### src/rtl/pipe_ctrl.sv
// Stall/flush sequencer for the 5-stage pipeline: owns all pipeline-register enables and flushes.
// Optional watchdog abort on long waits is enabled with `define PIPE_CTRL_WDOG_EN.
module pipe_ctrl #(
    parameter int CNT_W      = 32,
    parameter int WDOG_LIMIT = 1024
) (
    input  logic             clk,
    input  logic             rst_n,
    input  logic [4:0]       id_rs1_address,
    input  logic [4:0]       id_rs2_address,
    input  logic             id_uses_rs1,
    input  logic             id_uses_rs2,
    input  logic [4:0]       ex_rd_address,
    input  logic             ex_mem_read,
    input  logic             ex_branch_taken,
    input  logic             ex_muldiv_valid,
    input  logic             muldiv_done,
    input  logic             mem_req,
    input  logic             mem_ready,
    output logic             pc_write,
    output logic             if_id_write,
    output logic             id_ex_write,
    output logic             ex_mem_write,
    output logic             if_id_flush,
    output logic             id_ex_flush,
    output logic [1:0]       ctrl_state,
    output logic [CNT_W-1:0] stall_cycles,
    output logic             wdog_err
);

    typedef enum logic [1:0] {
        ST_RUN    = 2'b00,
        ST_MULDIV = 2'b01,
        ST_MEM    = 2'b10
    } state_t;

    state_t state, state_next;

    logic mem_stall;
    logic md_stall;
    logic load_use;
    logic use_run;
    logic md_check;
    logic wdog_fire;

    assign mem_stall = mem_req && !mem_ready;
    assign md_stall  = ex_muldiv_valid && !muldiv_done;
    assign load_use  = ex_mem_read && (ex_rd_address != 5'd0) &&
                       ((id_uses_rs1 && (id_rs1_address == ex_rd_address)) ||
                        (id_uses_rs2 && (id_rs2_address == ex_rd_address)));

    always_comb begin
        pc_write     = 1'b1;
        if_id_write  = 1'b1;
        id_ex_write  = 1'b1;
        ex_mem_write = 1'b1;
        if_id_flush  = 1'b0;
        id_ex_flush  = 1'b0;
        state_next   = state;
        use_run      = 1'b0;
        md_check     = 1'b0;

        case (state)
            ST_RUN: begin
                if (mem_stall) begin
                    {pc_write, if_id_write, id_ex_write, ex_mem_write} = 4'b0000;
                    state_next = ST_MEM;
                end else begin
                    use_run  = 1'b1;
                    md_check = 1'b1;
                end
            end
            ST_MEM: begin
                if (!mem_ready) begin
                    {pc_write, if_id_write, id_ex_write, ex_mem_write} = 4'b0000;
                end else begin
                    use_run    = 1'b1;
                    md_check   = 1'b1;
                    state_next = ST_RUN;
                end
            end
            ST_MULDIV: begin
                if (mem_stall) begin
                    {pc_write, if_id_write, id_ex_write, ex_mem_write} = 4'b0000;
                    state_next = ST_MEM;
                end else if (!muldiv_done) begin
                    {pc_write, if_id_write, id_ex_write, ex_mem_write} = 4'b0000;
                end else begin
                    use_run    = 1'b1;
                    state_next = ST_RUN;
                end
            end
            default: begin
                {pc_write, if_id_write, id_ex_write, ex_mem_write} = 4'b0000;
                state_next = ST_RUN;
            end
        endcase

        // Shared RUN decode; a pending mul/div released from MEM is re-detected next cycle in RUN.
        if (use_run) begin
            if (md_check && md_stall) begin
                {pc_write, if_id_write, id_ex_write, ex_mem_write} = 4'b0000;
                if (state == ST_RUN) begin
                    state_next = ST_MULDIV;
                end
            end else if (ex_branch_taken) begin
                if_id_flush = 1'b1;
                id_ex_flush = 1'b1;
            end else if (load_use) begin
                pc_write    = 1'b0;
                if_id_write = 1'b0;
                id_ex_flush = 1'b1;
            end
        end

        if (wdog_fire) begin
            {pc_write, if_id_write, id_ex_write, ex_mem_write} = 4'b0000;
            if_id_flush = 1'b1;
            id_ex_flush = 1'b1;
            state_next  = ST_RUN;
        end

        if (!rst_n) begin
            {pc_write, if_id_write, id_ex_write, ex_mem_write} = 4'b0000;
            if_id_flush = 1'b1;
            id_ex_flush = 1'b1;
            state_next  = ST_RUN;
        end
    end

    always_ff @(posedge clk or negedge rst_n) begin
        if (!rst_n) begin
            state <= ST_RUN;
        end else begin
            state <= state_next;
        end
    end

    always_ff @(posedge clk or negedge rst_n) begin
        if (!rst_n) begin
            stall_cycles <= '0;
        end else if (!pc_write && (stall_cycles != {CNT_W{1'b1}})) begin
            stall_cycles <= stall_cycles + CNT_W'(1);
        end
    end

    assign ctrl_state = state;

`ifdef PIPE_CTRL_WDOG_EN
    localparam int WD_W = $clog2(WDOG_LIMIT + 1);

    logic [WD_W-1:0] wdog_cnt;

    // Fires on the WDOG_LIMIT-th consecutive cycle spent outside RUN.
    assign wdog_fire = (state != ST_RUN) && (wdog_cnt == WD_W'(WDOG_LIMIT - 1));

    always_ff @(posedge clk or negedge rst_n) begin
        if (!rst_n) begin
            wdog_cnt <= '0;
            wdog_err <= 1'b0;
        end else begin
            if ((state == ST_RUN) || wdog_fire) begin
                wdog_cnt <= '0;
            end else begin
                wdog_cnt <= wdog_cnt + WD_W'(1);
            end
            if (wdog_fire) begin
                wdog_err <= 1'b1;
            end
        end
    end
`else
    logic unused_wdog_cfg;

    assign unused_wdog_cfg = ^WDOG_LIMIT;
    assign wdog_fire       = 1'b0;
    assign wdog_err        = 1'b0;
`endif

endmodule
### config.mk
export PLATFORM = sky130hd
export DESIGN_NAME = pipe_ctrl
export DESIGN_NICKNAME = d
export VERILOG_FILES = /design/src/rtl/pipe_ctrl.sv
export SDC_FILE = /design/constraint.sdc
export NUM_CORES = 1
export LEC_CHECK = 0
export BUFFER_PORTS_ARGS = -buffer_cell sky130_fd_sc_hd__buf_2
export CAP_MARGIN = 20
export CORE_MARGIN = 4
export CORE_UTILIZATION = 45
export DETAILED_ROUTE_END_ITERATION = 8
export PLACE_DENSITY = 0.76
export SYNTH_ARGS = -nofsm -noshare
export SYNTH_HDL_FRONTEND = slang
export SYNTH_SLANG_ARGS = --single-unit
### constraint.sdc
create_clock -name clk -period 2.1 [get_ports clk]
set_input_delay 0.42 -clock clk [delete_from_list [all_inputs] [get_ports clk]]
set_output_delay 0.42 -clock clk [all_outputs]
set_load 0.01 [all_outputs]
==> impl_results.html, run 1 <==
<table>
<tr><th>Metric</th><th>Value</th></tr>
<tr><th colspan="2">Outcome</th></tr>
<tr><td>Status</td><td>complete, no violations</td></tr>
<tr><th colspan="2">Floorplanning</th></tr>
<tr><td>I/O pin total</td><td>66</td></tr>
<tr><td>Site Rows</td><td>23</td></tr>
<tr><td>Die W</td><td>slightly above 70 µm</td></tr>
<tr><td>Starting density of the core</td><td>46.70%</td></tr>
<tr><td>Die area</td><td>approximately 5200 µm²</td></tr>
<tr><td>Floorplan die height</td><td>72.43 µm</td></tr>
<tr><td>Core box area</td><td>4000 µm²</td></tr>
<tr><th colspan="2">Final layout</th></tr>
<tr><td>Fraction of final layout cells with drive strength greater than 1</td><td>38.71%</td></tr>
<tr><td>Cell area after layout</td><td>2507 µm²</td></tr>
<tr><td>Area growth syn-to-layout</td><td>34.23%</td></tr>
<tr><td>Inserted Diodes</td><td>0</td></tr>
<tr><td>Fin cells</td><td>approximately 330</td></tr>
<tr><td>Fill cell total of the finished layout</td><td>346</td></tr>
<tr><td>Fin util</td><td>62.68%</td></tr>
<tr><td>Net count, final</td><td>between 300 and 400</td></tr>
<tr><th colspan="2">Route</th></tr>
<tr><td>Average detailed-routed wire length per instance</td><td>around 13 µm</td></tr>
<tr><td>Detailed-route via count</td><td>roughly 1700</td></tr>
<tr><td>1st-pass router iterations</td><td>4</td></tr>
<tr><td>Drt first-iter violations</td><td>77</td></tr>
<tr><td>Total wire length after detailed routing</td><td>around 4.4 mm</td></tr>
<tr><td>Vias per cell</td><td>around 5.2</td></tr>
<tr><td>Antenna violation net count after detailed routing</td><td>0</td></tr>
<tr><td>Residual DRC</td><td>0</td></tr>
<tr><th colspan="2">CTS</th></tr>
<tr><td>Number of buffers created by CTS</td><td>5</td></tr>
<tr><td>Clock edge transition at the registers on the reported setup and hold paths</td><td>0.06 ns</td></tr>
<tr><td>TritonCTS sink count</td><td>34</td></tr>
<tr><td>Maximum clock path buffer count</td><td>2</td></tr>
<tr><td>H-tree levels</td><td>2</td></tr>
<tr><td>Clk root buf</td><td>clkbuf_8</td></tr>
<tr><td>Clock latency on the worst-skew pair</td><td>0.28 ns</td></tr>
<tr><td>Clock tree from TritonCTS</td><td>built</td></tr>
<tr><th colspan="2">GRT</th></tr>
<tr><td>Global-route wire length before repair</td><td>between 7 and 8 mm</td></tr>
<tr><td>Pin count of the biggest net entering global routing</td><td>36</td></tr>
<tr><td>Initial antenna violation count</td><td>0</td></tr>
<tr><td>Global Route Usage Sum</td><td>a little under a fifth</td></tr>
<tr><td>Gr ovfl total</td><td>0</td></tr>
<tr><td>Number of global-route vias before repair</td><td>approximately 1700</td></tr>
<tr><th colspan="2">Synthesis</th></tr>
<tr><td>Proportion of synthesized chip area in sequential cells</td><td>45.55%</td></tr>
<tr><td>Synth top area cells</td><td>dfrtp_1 (46%), xor2_1 (11%), xnor2_1 (8.0%)</td></tr>
<tr><td>Synth warnings</td><td>0</td></tr>
<tr><td>Most common flop cell mapped by yosys</td><td>dfrtp_1</td></tr>
<tr><td>Area share of the largest cell type after synthesis</td><td>45.55%</td></tr>
<tr><td>Post-synthesis average cell area</td><td>just under 10 µm²</td></tr>
<tr><td>Synth Register Bits</td><td>34</td></tr>
<tr><td>Largest area contributor in the synthesized netlist</td><td>dfrtp_1</td></tr>
<tr><td>Distinct cells, synth</td><td>35</td></tr>
<tr><td>Number of synthesized flops with an enable pin</td><td>0</td></tr>
<tr><td>Async set or reset register ratio after synthesis</td><td>100.0%</td></tr>
<tr><td>Synth Net Count</td><td>217</td></tr>
<tr><td>Post-synthesis instance area</td><td>between 1500 and 2000 µm²</td></tr>
<tr><td>Mapped Cells</td><td>around 190</td></tr>
<tr><th colspan="2">Place</th></tr>
<tr><td>HPWL after DPL</td><td>between 3 and 4 mm</td></tr>
<tr><td>Post-Place Cell Area</td><td>2394 µm²</td></tr>
<tr><td>Placer Congestion</td><td>between 0.7 and 0.8</td></tr>
<tr><td>Placed Cells</td><td>approximately 320</td></tr>
<tr><td>Worst setup slack before clock tree synthesis</td><td>-0.009974 ns</td></tr>
<tr><td>Port bufs</td><td>64</td></tr>
<tr><th colspan="2">Setup path</th></tr>
<tr><td>Worst Path Class, Setup</td><td>reg2reg</td></tr>
<tr><td>Cell chain of the critical path</td><td>nand2_1, or4_4, o32a_1, o21ai_4, buf_12, mux2_4</td></tr>
<tr><td>Worst EP arrival</td><td>about 2.2 ns</td></tr>
<tr><td>CP endpoint kind</td><td>register</td></tr>
<tr><td>Required time reported for the critical path endpoint</td><td>between 2 and 2.5 ns</td></tr>
<tr><td>Element type at the critical path start</td><td>register</td></tr>
<tr><td>Largest driver fanout on the critical path</td><td>16</td></tr>
<tr><td>Delay of the slowest critical-path stage</td><td>0.54 ns</td></tr>
<tr><td>Standard cell with the maximum stage delay on the critical path</td><td>or4_4</td></tr>
<tr><th colspan="2">Timing</th></tr>
<tr><td>Time the worst path needs with I/O delays and setup</td><td>between 2 and 2.5 ns</td></tr>
<tr><td>Setup skew after layout</td><td>approximately 0.004 ns</td></tr>
<tr><td>Final-layout setup total negative slack</td><td>0 ns</td></tr>
<tr><td>Maximum frequency from static timing analysis</td><td>around 0.49 GHz</td></tr>
<tr><td>Hold Vio Cnt, Final</td><td>0</td></tr>
<tr><td>Unrepaired setup endpoints after global routing</td><td>false</td></tr>
<tr><td>Final Setup Violations</td><td>0</td></tr>
<tr><td>Final Worst Setup Slack</td><td>approximately 0.067 ns</td></tr>
<tr><td>Fraction of the cycle the final worst path needs</td><td>slightly below 100%</td></tr>
<tr><td>Final slew viol count</td><td>0</td></tr>
<tr><th colspan="2">Power and ir drop</th></tr>
<tr><td>Cell leakage power</td><td>0.001324 µW</td></tr>
<tr><td>Maximum vdd drop</td><td>0.5809 mV</td></tr>
<tr><td>Power per Cell Area</td><td>between 600 and 700 nW/µm²</td></tr>
<tr><th colspan="2">Worst hold path</th></tr>
<tr><td>Hold WC Path Type</td><td>in2async</td></tr>
<tr><th colspan="2">Job</th></tr>
<tr><td>Number of maximum-capacitance constraint violations</td><td>0</td></tr>
</table>
==> critical path: cells and delay by family (launching register included) <==
family                 cells  cell delay [ns]
muxes                      1             0.30
buffers and inverters      1             0.17
AOI/OAI and AO/OA          2             0.44
DFF                        1             0.37
and+or+nand+nor            2             0.64
==> logic make-up (layout without fill, tap and decap cells) <==
logic type | Yosys count | after routing | synth area share [%]
buf+inv | 21 | 109 | 5.760
xor+xnor | 41 | 41 | 19.22
flops | 34 | 34 | 45.55
mux | 2 | 2 | 1.139
fa+ha+maj | 1 | 1 | 0.6697
simple gates | 78 | 78 | 22.51
compound gates | 13 | 13 | 4.956
other cells | 1 | 1 | 0.2007
==> cell usage in the layout (no fill, tap or decap), drive strengths merged <==
cell type and instances:
nor2b 1, mux2 1, nand2b 1, o21ai 2, and3 2, a21oi 2, ha 1, nand4 4
inv 14, clkbuf 8, a211oi 1, xnor2 17, and2 1, o211ai 2, or2 2, nor2 7
buf 87, o22ai 2, nand3 13, dfrtp 34, o21bai 2, or4 1, conb 1, o2111ai 1
xor2 24, o32a 1, nand2 15, mux2i 1, nor4 9, and4 4, nor3 18
==> routing by layer <==
metal,share of wire (%),GRT usage (%)
met5,0,0
met4,1.7,7.377
met3,7.6,4.571
met2,48,31.45
met1,42,22.76
==> cell type report <==
cell class              instances  area, µm²  area share (%)
flip-flops and latches         34      853.3           34.03
inverters                      14      52.55           2.096
well taps                      50      62.56           2.495
clock buffers                   8      80.08           3.194
repair buffers                 87      509.2           20.31
multi-input cells             136      949.7           37.87
==> report_power, final <==
| group | switching (µW) | leakage (µW) | total, µW | internal [µW] |
|---|---|---|---|---|
| combinational | 228 | 0.000852 | 446 | 218 |
| clock | 218 | 0.0000395 | 453 | 235 |
| sequential | 87.9 | 0.000433 | 819 | 731 |
| total | 533 | 0.00132 | 1720 | 1180 |
==> sequential cells by signal (all words and copies together), names as in the netlist <==
name / flops
ctrl_state: 2
stall_cycles: 32
==> through the flow <==
step                hold slack, ns  power [µW]
floorplan                   0.1244        1068
global placement            0.4742        1251
detailed placement          0.4814        1269
CTS                         0.2311        1727
global route                0.2662        1830
finish                      0.2198        1718
==> cell usage after synthesis, types with 3 or more instances <==
master   count
xnor2_1     17
inv_1       14
nor2_1       7
nand2_1     15
nand4_1      4
dfrtp_1     34
buf_4        3
and4_1       4
nor4_1       9
nor3_1      16
xor2_1      24
nand3_1     12
==> worst paths after layout <==
check	slack, ns	cells after the start	startpoint	endpoint
worst max-delay path	0.07	6	stall_cycles[18]$_DFFE_PN0P_	stall_cycles[1]$_DFFE_PN0P_
worst min-delay path	0.22	2	rst_n	ctrl_state[0]$_DFF_PN0_
worst max register to register	0.07	6	stall_cycles[18]$_DFFE_PN0P_	stall_cycles[1]$_DFFE_PN0P_
worst min register to register	0.49	1	stall_cycles[29]$_DFFE_PN0P_	stall_cycles[29]$_DFFE_PN0P_
max in group asynchronous	1.55	2	rst_n	stall_cycles[14]$_DFFE_PN0P_
min in group clk	0.32	2	muldiv_done	ctrl_state[0]$_DFF_PN0_
==> what timing repair did <==
item | in CTS | in global routing
resized for setup | 0 | 10
buffers inserted | 0 | 0
hold buffers | 0 | 0
setup endpoints to repair | 0 | 15
No activity file was read; power rests on OpenSTA's default activity.
==> run 2: changes to the inputs <==
==> constraint.sdc (replaced) <==
create_clock -name clk -period 1.7 [get_ports clk]
set_input_delay 0.34 -clock clk [delete_from_list [all_inputs] [get_ports clk]]
set_output_delay 0.34 -clock clk [all_outputs]
set_load 0.01 [all_outputs]
==> run 2 against run 1 <==
Compared with the run above: the run now ends with setup timing left; clock-buffer cell count is 1 lower; hold slack worse by 0.084 ns; total power is 53% higher; routed wire length is 32% higher; worst setup slack worse by 0.43 ns; via count is 17% higher; clock skew is 0.0074 ns higher; final area is 26% higher; clock power is 68% higher; first-iteration DRC count is 69% higher; combinational power is 100% higher; global-route usage is 4.3 points higher.
==> impl_results.html, run 2 (synthesis gave the netlist of run 1 again) <==
<table>
<tr><th>Metric</th><th>Value</th></tr>
<tr><th colspan="2">CTS</th></tr>
<tr><td>Clock edge transition at the registers on the reported setup and hold paths</td><td>0.07 ns (about the same)</td></tr>
<tr><td>Clock latency on the worst-skew pair</td><td>0.29 ns (about the same)</td></tr>
<tr><td>Hold buffer count at cts</td><td>0 (unchanged)</td></tr>
<tr><td>Number of buffers created by CTS</td><td>5 (unchanged)</td></tr>
<tr><td>Clock tree from TritonCTS</td><td>built</td></tr>
<tr><td>TritonCTS sink count</td><td>34 (unchanged)</td></tr>
<tr><td>Clk root buf</td><td>clkbuf_8</td></tr>
<tr><td>Maximum clock path buffer count</td><td>2 (unchanged)</td></tr>
<tr><td>H-tree levels</td><td>2 (unchanged)</td></tr>
<tr><th colspan="2">Setup path</th></tr>
<tr><td>Standard cell with the maximum stage delay on the critical path</td><td>or4_4</td></tr>
<tr><td>Cell chain of the critical path</td><td>nand3_1, or4_4, o32a_1, o21ai_2, buf_4, nor4_1, xor2_1</td></tr>
<tr><td>Worst-case register-to-register setup slack</td><td>-0.36 ns (-0.43 ns)</td></tr>
<tr><td>Capturing point of the worst reg2reg path</td><td>stall_cycles[19]$_DFFE_PN0P_</td></tr>
<tr><td>Delay of the slowest critical-path stage</td><td>0.55 ns (about the same)</td></tr>
<tr><td>Worst Path Class, Setup</td><td>reg2reg</td></tr>
<tr><td>Element type at the critical path start</td><td>register</td></tr>
<tr><td>Cell type group with the largest total delay on the critical path</td><td>simple AND/OR/NAND/NOR gates</td></tr>
<tr><td>CP endpoint kind</td><td>register</td></tr>
<tr><td>Worst EP arrival</td><td>2.22 ns (+0.02 ns)</td></tr>
<tr><td>Buffers and inverters on the worst path</td><td>1 (unchanged)</td></tr>
<tr><td>Largest driver fanout on the critical path</td><td>4 (-12)</td></tr>
<tr><td>Launch point of the worst reg-to-reg path</td><td>stall_cycles[22]$_DFFE_PN0P_</td></tr>
<tr><td>Reg2reg path depth</td><td>7 (+1)</td></tr>
<tr><td>Required time reported for the critical path endpoint</td><td>1.86 ns (-0.41 ns)</td></tr>
<tr><th colspan="2">Timing</th></tr>
<tr><td>Fraction of the cycle the final worst path needs</td><td>121.3% (+25 points)</td></tr>
<tr><td>Hold Vio Cnt, Final</td><td>0 (unchanged)</td></tr>
<tr><td>Final Setup Violations</td><td>38 (+38)</td></tr>
<tr><td>Unrepaired setup endpoints after global routing</td><td>true</td></tr>
<tr><td>Time the worst path needs with I/O delays and setup</td><td>2.063 ns (+0.03007 ns)</td></tr>
<tr><td>Worst hold slack after final layout</td><td>0.1356 ns (-0.08419 ns)</td></tr>
<tr><td>Final Worst Setup Slack</td><td>-0.3626 ns (-0.4301 ns)</td></tr>
<tr><td>Final-layout setup total negative slack</td><td>-11.08 ns (-11.08 ns)</td></tr>
<tr><td>Maximum frequency from static timing analysis</td><td>0.4848 GHz (-1.5%)</td></tr>
<tr><td>Final slew viol count</td><td>0 (unchanged)</td></tr>
<tr><td>Setup skew after layout</td><td>0.01136 ns (+0.007367 ns)</td></tr>
<tr><th colspan="2">Floorplanning</th></tr>
<tr><td>Die W</td><td>72.43 µm (unchanged)</td></tr>
<tr><td>Starting density of the core</td><td>46.70% (unchanged)</td></tr>
<tr><td>Core box area</td><td>4000 µm² (unchanged)</td></tr>
<tr><td>Floorplan die height</td><td>72.43 µm (unchanged)</td></tr>
<tr><td>I/O pin total</td><td>66 (unchanged)</td></tr>
<tr><td>Die area</td><td>5246 µm² (unchanged)</td></tr>
<tr><td>Site Rows</td><td>23 (unchanged)</td></tr>
<tr><th colspan="2">GRT</th></tr>
<tr><td>Gr ovfl total</td><td>0 (unchanged)</td></tr>
<tr><td>Initial antenna violation count</td><td>0 (unchanged)</td></tr>
<tr><td>Global Route Usage Sum</td><td>22.89% (+4.3 points)</td></tr>
<tr><td>Global-route wire length before repair</td><td>9.308 mm (+22%)</td></tr>
<tr><td>Number of global-route vias before repair</td><td>2070 (+21%)</td></tr>
<tr><td>Pin count of the biggest net entering global routing</td><td>37 (+2.8%)</td></tr>
<tr><th colspan="2">Final layout</th></tr>
<tr><td>Area growth syn-to-layout</td><td>69.06%</td></tr>
<tr><td>Cell area after layout</td><td>3158 µm² (+26%)</td></tr>
<tr><td>Leading cell type in the layout, fill and taps excluded</td><td>buf_4</td></tr>
<tr><td>Fraction of final layout cells with drive strength greater than 1</td><td>55.09% (+16 points)</td></tr>
<tr><td>Biggest register</td><td>stall_cycles</td></tr>
<tr><td>Flip-flop count of the largest register, all copies and words added</td><td>32 (unchanged)</td></tr>
<tr><td>Fin cells</td><td>384 (+17%)</td></tr>
<tr><td>Inserted Diodes</td><td>0 (unchanged)</td></tr>
<tr><td>Most frequent cells in the layout</td><td>buf_4 (65), buf_2 (60), dfrtp_1 (33)</td></tr>
<tr><td>Net count, final</td><td>359 (+18%)</td></tr>
<tr><td>Fill cell total of the finished layout</td><td>253 (-27%)</td></tr>
<tr><th colspan="2">Route</th></tr>
<tr><td>Residual DRC</td><td>0 (unchanged)</td></tr>
<tr><td>1st-pass router iterations</td><td>4 (unchanged)</td></tr>
<tr><td>Vias per cell</td><td>5.214 (+0.19%)</td></tr>
<tr><td>Antenna violation net count after detailed routing</td><td>0 (unchanged)</td></tr>
<tr><td>Average detailed-routed wire length per instance</td><td>15.10 µm (+13%)</td></tr>
<tr><td>Detailed-route via count</td><td>2002 (+17%)</td></tr>
<tr><td>Total wire length after detailed routing</td><td>5.799 mm (+32%)</td></tr>
<tr><td>Drt first-iter violations</td><td>130 (+69%)</td></tr>
<tr><th colspan="2">Job</th></tr>
<tr><td>Number of maximum-capacitance constraint violations</td><td>0 (unchanged)</td></tr>
<tr><th colspan="2">Place</th></tr>
<tr><td>HPWL after DPL</td><td>4.113 mm (+19%)</td></tr>
<tr><td>Post-Place Cell Area</td><td>2761 µm² (+15%)</td></tr>
<tr><td>Port bufs</td><td>64 (unchanged)</td></tr>
<tr><td>Placed Cells</td><td>367 (+14%)</td></tr>
<tr><td>Placer Congestion</td><td>0.8013 (+0.45%)</td></tr>
<tr><th colspan="2">Power and ir drop</th></tr>
<tr><td>Power per Cell Area</td><td>830.4 nW/µm² (+21%)</td></tr>
<tr><td>Cell leakage power</td><td>0.001676 µW (+27%)</td></tr>
<tr><td>Maximum vdd drop</td><td>0.7195 mV (+24%)</td></tr>
<tr><th colspan="2">Outcome</th></tr>
<tr><td>Violations in the final reports</td><td>setup timing</td></tr>
<tr><td>Status</td><td>finished, violations left</td></tr>
<tr><th colspan="2">Worst hold path</th></tr>
<tr><td>Hold WC Path Type</td><td>in2async</td></tr>
</table>
[run 2: worst max path at each step]
| stage | startpoint | to | slack (ns) | cells past startpoint |
|---|---|---|---|---|
| 2_1_floorplan | stall_cycles[21]$_DFFE_PN0P_ | stall_cycles[1]$_DFFE_PN0P_ | -0.48 | 7 |
| 3_3_place_gp | stall_cycles[20]$_DFFE_PN0P_ | stall_cycles[5]$_DFFE_PN0P_ | -0.38 | 7 |
| 3_5_place_dp | ex_rd_address[2] | stall_cycles[9]$_DFFE_PN0P_ | -0.47 | 9 |
| 4_1_cts | stall_cycles[21]$_DFFE_PN0P_ | stall_cycles[17]$_DFFE_PN0P_ | -0.33 | 7 |
| 5_1_grt | stall_cycles[18]$_DFFE_PN0P_ | stall_cycles[19]$_DFFE_PN0P_ | -0.41 | 7 |
| 6_report | stall_cycles[22]$_DFFE_PN0P_ | stall_cycles[19]$_DFFE_PN0P_ | -0.36 | 7 |
[run 2: routing by layer]
layer	vias to the layer above	wire (µm)	track usage [%]
met5	-	0	0
met4	0	180	9.631
met3	23	459	5.817
met2	78	2933	41.05
met1	956	2225	25.64
li1	945	-	-
[run 2: timing repair]
action	CTS	global route
cloned	1	0
buffers inserted	6	2
pin swaps	12	8
endpoints found under the setup margin	38	38
resized for setup	28	17
[run 2: where the power goes]
group,internal (µW),switching [µW],total (µW)
combinational,464,444,908
clock,478,285,763
sequential,902,49.2,951
total,1840,779,2620
[run 2: worst register-to-register path: stages (launching register included)]
cell,delay [ns]
dfrtp_1,0.36
nand3_1,0.09
or4_4,0.55
o32a_1,0.37
o21ai_2,0.18
buf_4,0.18
nor4_1,0.06
xor2_1,0.15
[run 2: stage by stage]
step	power, µW	worst slack [ns]	util [%]
after CTS	2593	-0.3279	76.45
after global routing	2769	-0.4061	78.95
after global placement	1735	-0.3826	69.03
final	2622	-0.3626	78.95
after detailed placement	1756	-0.4723	69.03
after floorplan	1354	-0.4812	-
[run 2: final cells by class]
type                       count  area, µm²  area share, %
multi-input combinational    137       1104          34.94
timing repair buffer         141      968.4          30.67
sequential                    34      852.1          26.98
clock buffer                   7      86.33          2.734
tap                           50      62.56          1.981
inverter                      14      55.05          1.743
clock inverter                 1      30.03         0.9509
==> run 3: changes to the inputs <==
--- a/config.mk
+++ b/config.mk
@@ -11,6 +11,7 @@
 export CORE_UTILIZATION = 45
 export DETAILED_ROUTE_END_ITERATION = 8
 export PLACE_DENSITY = 0.76
+export SKIP_LAST_GASP = 1
 export SYNTH_ARGS = -nofsm -noshare
 export SYNTH_HDL_FRONTEND = slang
 export SYNTH_SLANG_ARGS = --single-unit
==> run 3 against run 2 <==
Compared with the run above: the flow still finishes with violations (setup timing); non-clock buffer count did not move; clock skew barely moved; fmax fell by 0.23%.
==> impl_results.html, run 3 (synthesis gave the netlist of run 1 again) <==
<table>
<tr><th>Metric</th><th>Value</th></tr>
<tr><th colspan="2">Outcome</th></tr>
<tr><td>Status</td><td>finished, violations left</td></tr>
<tr><td>Violations in the final reports</td><td>setup timing</td></tr>
<tr><th colspan="2">Final layout</th></tr>
<tr><td>Fill cell total of the finished layout</td><td>263 (+4.0%)</td></tr>
<tr><td>Leading cell type in the layout, fill and taps excluded</td><td>buf_4</td></tr>
<tr><td>Biggest register</td><td>stall_cycles</td></tr>
<tr><td>Cell area after layout</td><td>3124 µm² (-1.1%)</td></tr>
<tr><td>Most frequent cells in the layout</td><td>buf_4 (68), buf_2 (62), dfrtp_1 (33)</td></tr>
<tr><td>Fin util</td><td>78.10% (-0.84 points)</td></tr>
<tr><td>Fraction of final layout cells with drive strength greater than 1</td><td>54.79% (-0.30 points)</td></tr>
<tr><td>Sequential cell area</td><td>852.1 µm² (unchanged)</td></tr>
<tr><td>Area taken by multi-input logic gates</td><td>1094 µm² (-0.91%)</td></tr>
<tr><td>Flip-flop count of the largest register, all copies and words added</td><td>32 (unchanged)</td></tr>
<tr><td>Fin cells</td><td>384 (unchanged)</td></tr>
<tr><td>Net count, final</td><td>359 (unchanged)</td></tr>
<tr><td>Area growth syn-to-layout</td><td>67.25%</td></tr>
<tr><td>Inserted Diodes</td><td>0 (unchanged)</td></tr>
<tr><th colspan="2">Floorplanning</th></tr>
<tr><td>Floorplan die height</td><td>72.43 µm (unchanged)</td></tr>
<tr><td>I/O pin total</td><td>66 (unchanged)</td></tr>
<tr><td>Site Rows</td><td>23 (unchanged)</td></tr>
<tr><td>Die W</td><td>72.43 µm (unchanged)</td></tr>
<tr><td>Starting density of the core</td><td>46.70% (unchanged)</td></tr>
<tr><td>Die area</td><td>5246 µm² (unchanged)</td></tr>
<tr><td>Core box area</td><td>4000 µm² (unchanged)</td></tr>
<tr><th colspan="2">CTS</th></tr>
<tr><td>Clk root buf</td><td>clkbuf_8</td></tr>
<tr><td>Clock tree from TritonCTS</td><td>built</td></tr>
<tr><td>H-tree levels</td><td>2 (unchanged)</td></tr>
<tr><td>Number of buffers created by CTS</td><td>5 (unchanged)</td></tr>
<tr><td>Maximum clock path buffer count</td><td>2 (unchanged)</td></tr>
<tr><td>Clock edge transition at the registers on the reported setup and hold paths</td><td>0.07 ns (about the same)</td></tr>
<tr><td>TritonCTS sink count</td><td>34 (unchanged)</td></tr>
<tr><td>Clock latency on the worst-skew pair</td><td>0.29 ns (about the same)</td></tr>
<tr><th colspan="2">GRT</th></tr>
<tr><td>GR Util met2</td><td>40.75% (-0.30 points)</td></tr>
<tr><td>Global-route wire length before repair</td><td>9.190 mm (-1.3%)</td></tr>
<tr><td>Number of global-route vias before repair</td><td>2044 (-1.3%)</td></tr>
<tr><td>Grt met3 use</td><td>5.817% (unchanged)</td></tr>
<tr><td>Layer carrying the most global-route usage</td><td>met2</td></tr>
<tr><td>Gr ovfl total</td><td>0 (unchanged)</td></tr>
<tr><td>Pin count of the biggest net entering global routing</td><td>37 (unchanged)</td></tr>
<tr><td>Initial antenna violation count</td><td>0 (unchanged)</td></tr>
<tr><td>Global-route track usage on met1</td><td>25.20% (-0.44 points)</td></tr>
<tr><td>Global Route Usage Sum</td><td>22.63% (-0.26 points)</td></tr>
<tr><th colspan="2">Route</th></tr>
<tr><td>Antenna violation net count after detailed routing</td><td>0 (unchanged)</td></tr>
<tr><td>Vias per cell</td><td>5.260 (+0.90%)</td></tr>
<tr><td>Residual DRC</td><td>0 (unchanged)</td></tr>
<tr><td>Drt first-iter violations</td><td>113 (-13%)</td></tr>
<tr><td>Average detailed-routed wire length per instance</td><td>14.94 µm (-1.1%)</td></tr>
<tr><td>Total wire length after detailed routing</td><td>5.738 mm (-1.1%)</td></tr>
<tr><td>Detailed-route via count</td><td>2020 (+0.90%)</td></tr>
<tr><td>1st-pass router iterations</td><td>4 (unchanged)</td></tr>
<tr><th colspan="2">Place</th></tr>
<tr><td>HPWL after DPL</td><td>4.113 mm (unchanged)</td></tr>
<tr><td>Placer Congestion</td><td>0.8013 (unchanged)</td></tr>
<tr><td>Post-Place Cell Area</td><td>2761 µm² (unchanged)</td></tr>
<tr><td>Placed Cells</td><td>367 (unchanged)</td></tr>
<tr><td>Port bufs</td><td>64 (unchanged)</td></tr>
<tr><th colspan="2">Timing</th></tr>
<tr><td>Final slew viol count</td><td>0 (unchanged)</td></tr>
<tr><td>Fraction of the cycle the final worst path needs</td><td>121.6% (+0.28 points)</td></tr>
<tr><td>Setup skew after layout</td><td>0.01159 ns (+0.0002315 ns)</td></tr>
<tr><td>Hold Vio Cnt, Final</td><td>0 (unchanged)</td></tr>
<tr><td>Final Setup Violations</td><td>38 (unchanged)</td></tr>
<tr><td>Final Worst Setup Slack</td><td>-0.3673 ns (-0.004702 ns)</td></tr>
<tr><td>Time the worst path needs with I/O delays and setup</td><td>2.067 ns (+0.004702 ns)</td></tr>
<tr><td>Maximum frequency from static timing analysis</td><td>0.4837 GHz (-0.23%)</td></tr>
<tr><td>Unrepaired setup endpoints after global routing</td><td>true</td></tr>
<tr><th colspan="2">Power and ir drop</th></tr>
<tr><td>Cell leakage power</td><td>0.001666 µW (-0.58%)</td></tr>
<tr><td>Maximum vdd drop</td><td>0.7204 mV (+0.13%)</td></tr>
<tr><td>Power Total</td><td>2609 µW (-0.50%)</td></tr>
<tr><td>Power per Cell Area</td><td>835.1 nW/µm² (+0.57%)</td></tr>
<tr><th colspan="2">Setup path</th></tr>
<tr><td>Cell type group with the largest total delay on the critical path</td><td>simple AND/OR/NAND/NOR gates</td></tr>
<tr><td>Buffers and inverters on the worst path</td><td>1 (unchanged)</td></tr>
<tr><td>Worst EP arrival</td><td>2.23 ns (about the same)</td></tr>
<tr><td>Delay of the slowest critical-path stage</td><td>0.54 ns (about the same)</td></tr>
<tr><td>Cell chain of the critical path</td><td>nand3_1, or4_4, o32a_1, o21ai_2, buf_4, nor4_1, xor2_1</td></tr>
<tr><td>Worst Path Class, Setup</td><td>reg2reg</td></tr>
<tr><td>CP endpoint kind</td><td>register</td></tr>
<tr><td>Element type at the critical path start</td><td>register</td></tr>
<tr><td>Required time reported for the critical path endpoint</td><td>1.86 ns (about the same)</td></tr>
<tr><td>Largest driver fanout on the critical path</td><td>4 (unchanged)</td></tr>
<tr><td>Standard cell with the maximum stage delay on the critical path</td><td>or4_4</td></tr>
<tr><th colspan="2">Worst hold path</th></tr>
<tr><td>Hold WC Path Type</td><td>in2async</td></tr>
<tr><th colspan="2">Job</th></tr>
<tr><td>Number of maximum-capacitance constraint violations</td><td>0 (unchanged)</td></tr>
</table>
[run 3: cell types whose count changed in the layout (fill, tap and decap cells not counted)]
cell / change
a21oi_2: +1
a21oi_4: -1
buf_2: +2
buf_4: +3
buf_6: -5
nand2_1: +1
nand2_2: -1
[run 3: metrics by stage]
stage	setup TNS [ns]	setup WS, ns	hold WS, ns
global route	-13.08	-0.4061	0.1752
finish	-11.13	-0.3673	0.1400
floorplan	-10.73	-0.4812	0.04441
global placement	-10.20	-0.3826	0.4250
CTS	-9.869	-0.3279	0.1263
detailed placement	-12.06	-0.4723	0.4351
[run 3: cell type report]
type                    count  area share [%]
clock buffers               7           2.763
clock inverters             1          0.9612
inverters                  14           1.762
multi-input cells         137           35.00
flip-flops and latches     34           27.27
well taps                  50           2.002
repair buffers            141           30.24
[run 3: path summary, 6_finish.rpt]
check / start / endpoint / slack (ns) / cells after the start
max: stall_cycles[22]$_DFFE_PN0P_ / stall_cycles[19]$_DFFE_PN0P_ / -0.37 / 7
min reg2reg: stall_cycles[29]$_DFFE_PN0P_ / stall_cycles[29]$_DFFE_PN0P_ / 0.55 / 2
min in group clk: muldiv_done / ctrl_state[0]$_DFF_PN0_ / 0.26 / 2
min: rst_n / stall_cycles[9]$_DFFE_PN0P_ / 0.14 / 2
max in group asynchronous: rst_n / stall_cycles[14]$_DFFE_PN0P_ / 1.23 / 2
max reg2reg: stall_cycles[22]$_DFFE_PN0P_ / stall_cycles[19]$_DFFE_PN0P_ / -0.37 / 7
[run 3: where the power goes]
part           leakage [µW]  switching, µW  internal, µW  total (µW)
clock network     0.0000585            285           478         763
logic               0.00117            438           456         895
registers          0.000434           49.1           902         951
total               0.00167            773          1840        2610
[run 3: routing by layer]
| metal | wire length (µm) | part of all wire (%) |
|---|---|---|
| met1 | 2130 | 37 |
| met2 | 2920 | 51 |
| met3 | 516 | 9.0 |
| met4 | 171 | 3.0 |
| met5 | 0 | 0 |
[run 3: repair_timing]
item	4_1_cts	5_1_grt
gates cloned	1	0
hold endpoints to repair	0	0
hold buffers	0	0
resized for setup	22	16
pin swaps	11	4
buffers inserted	6	2
setup endpoints to repair	38	38
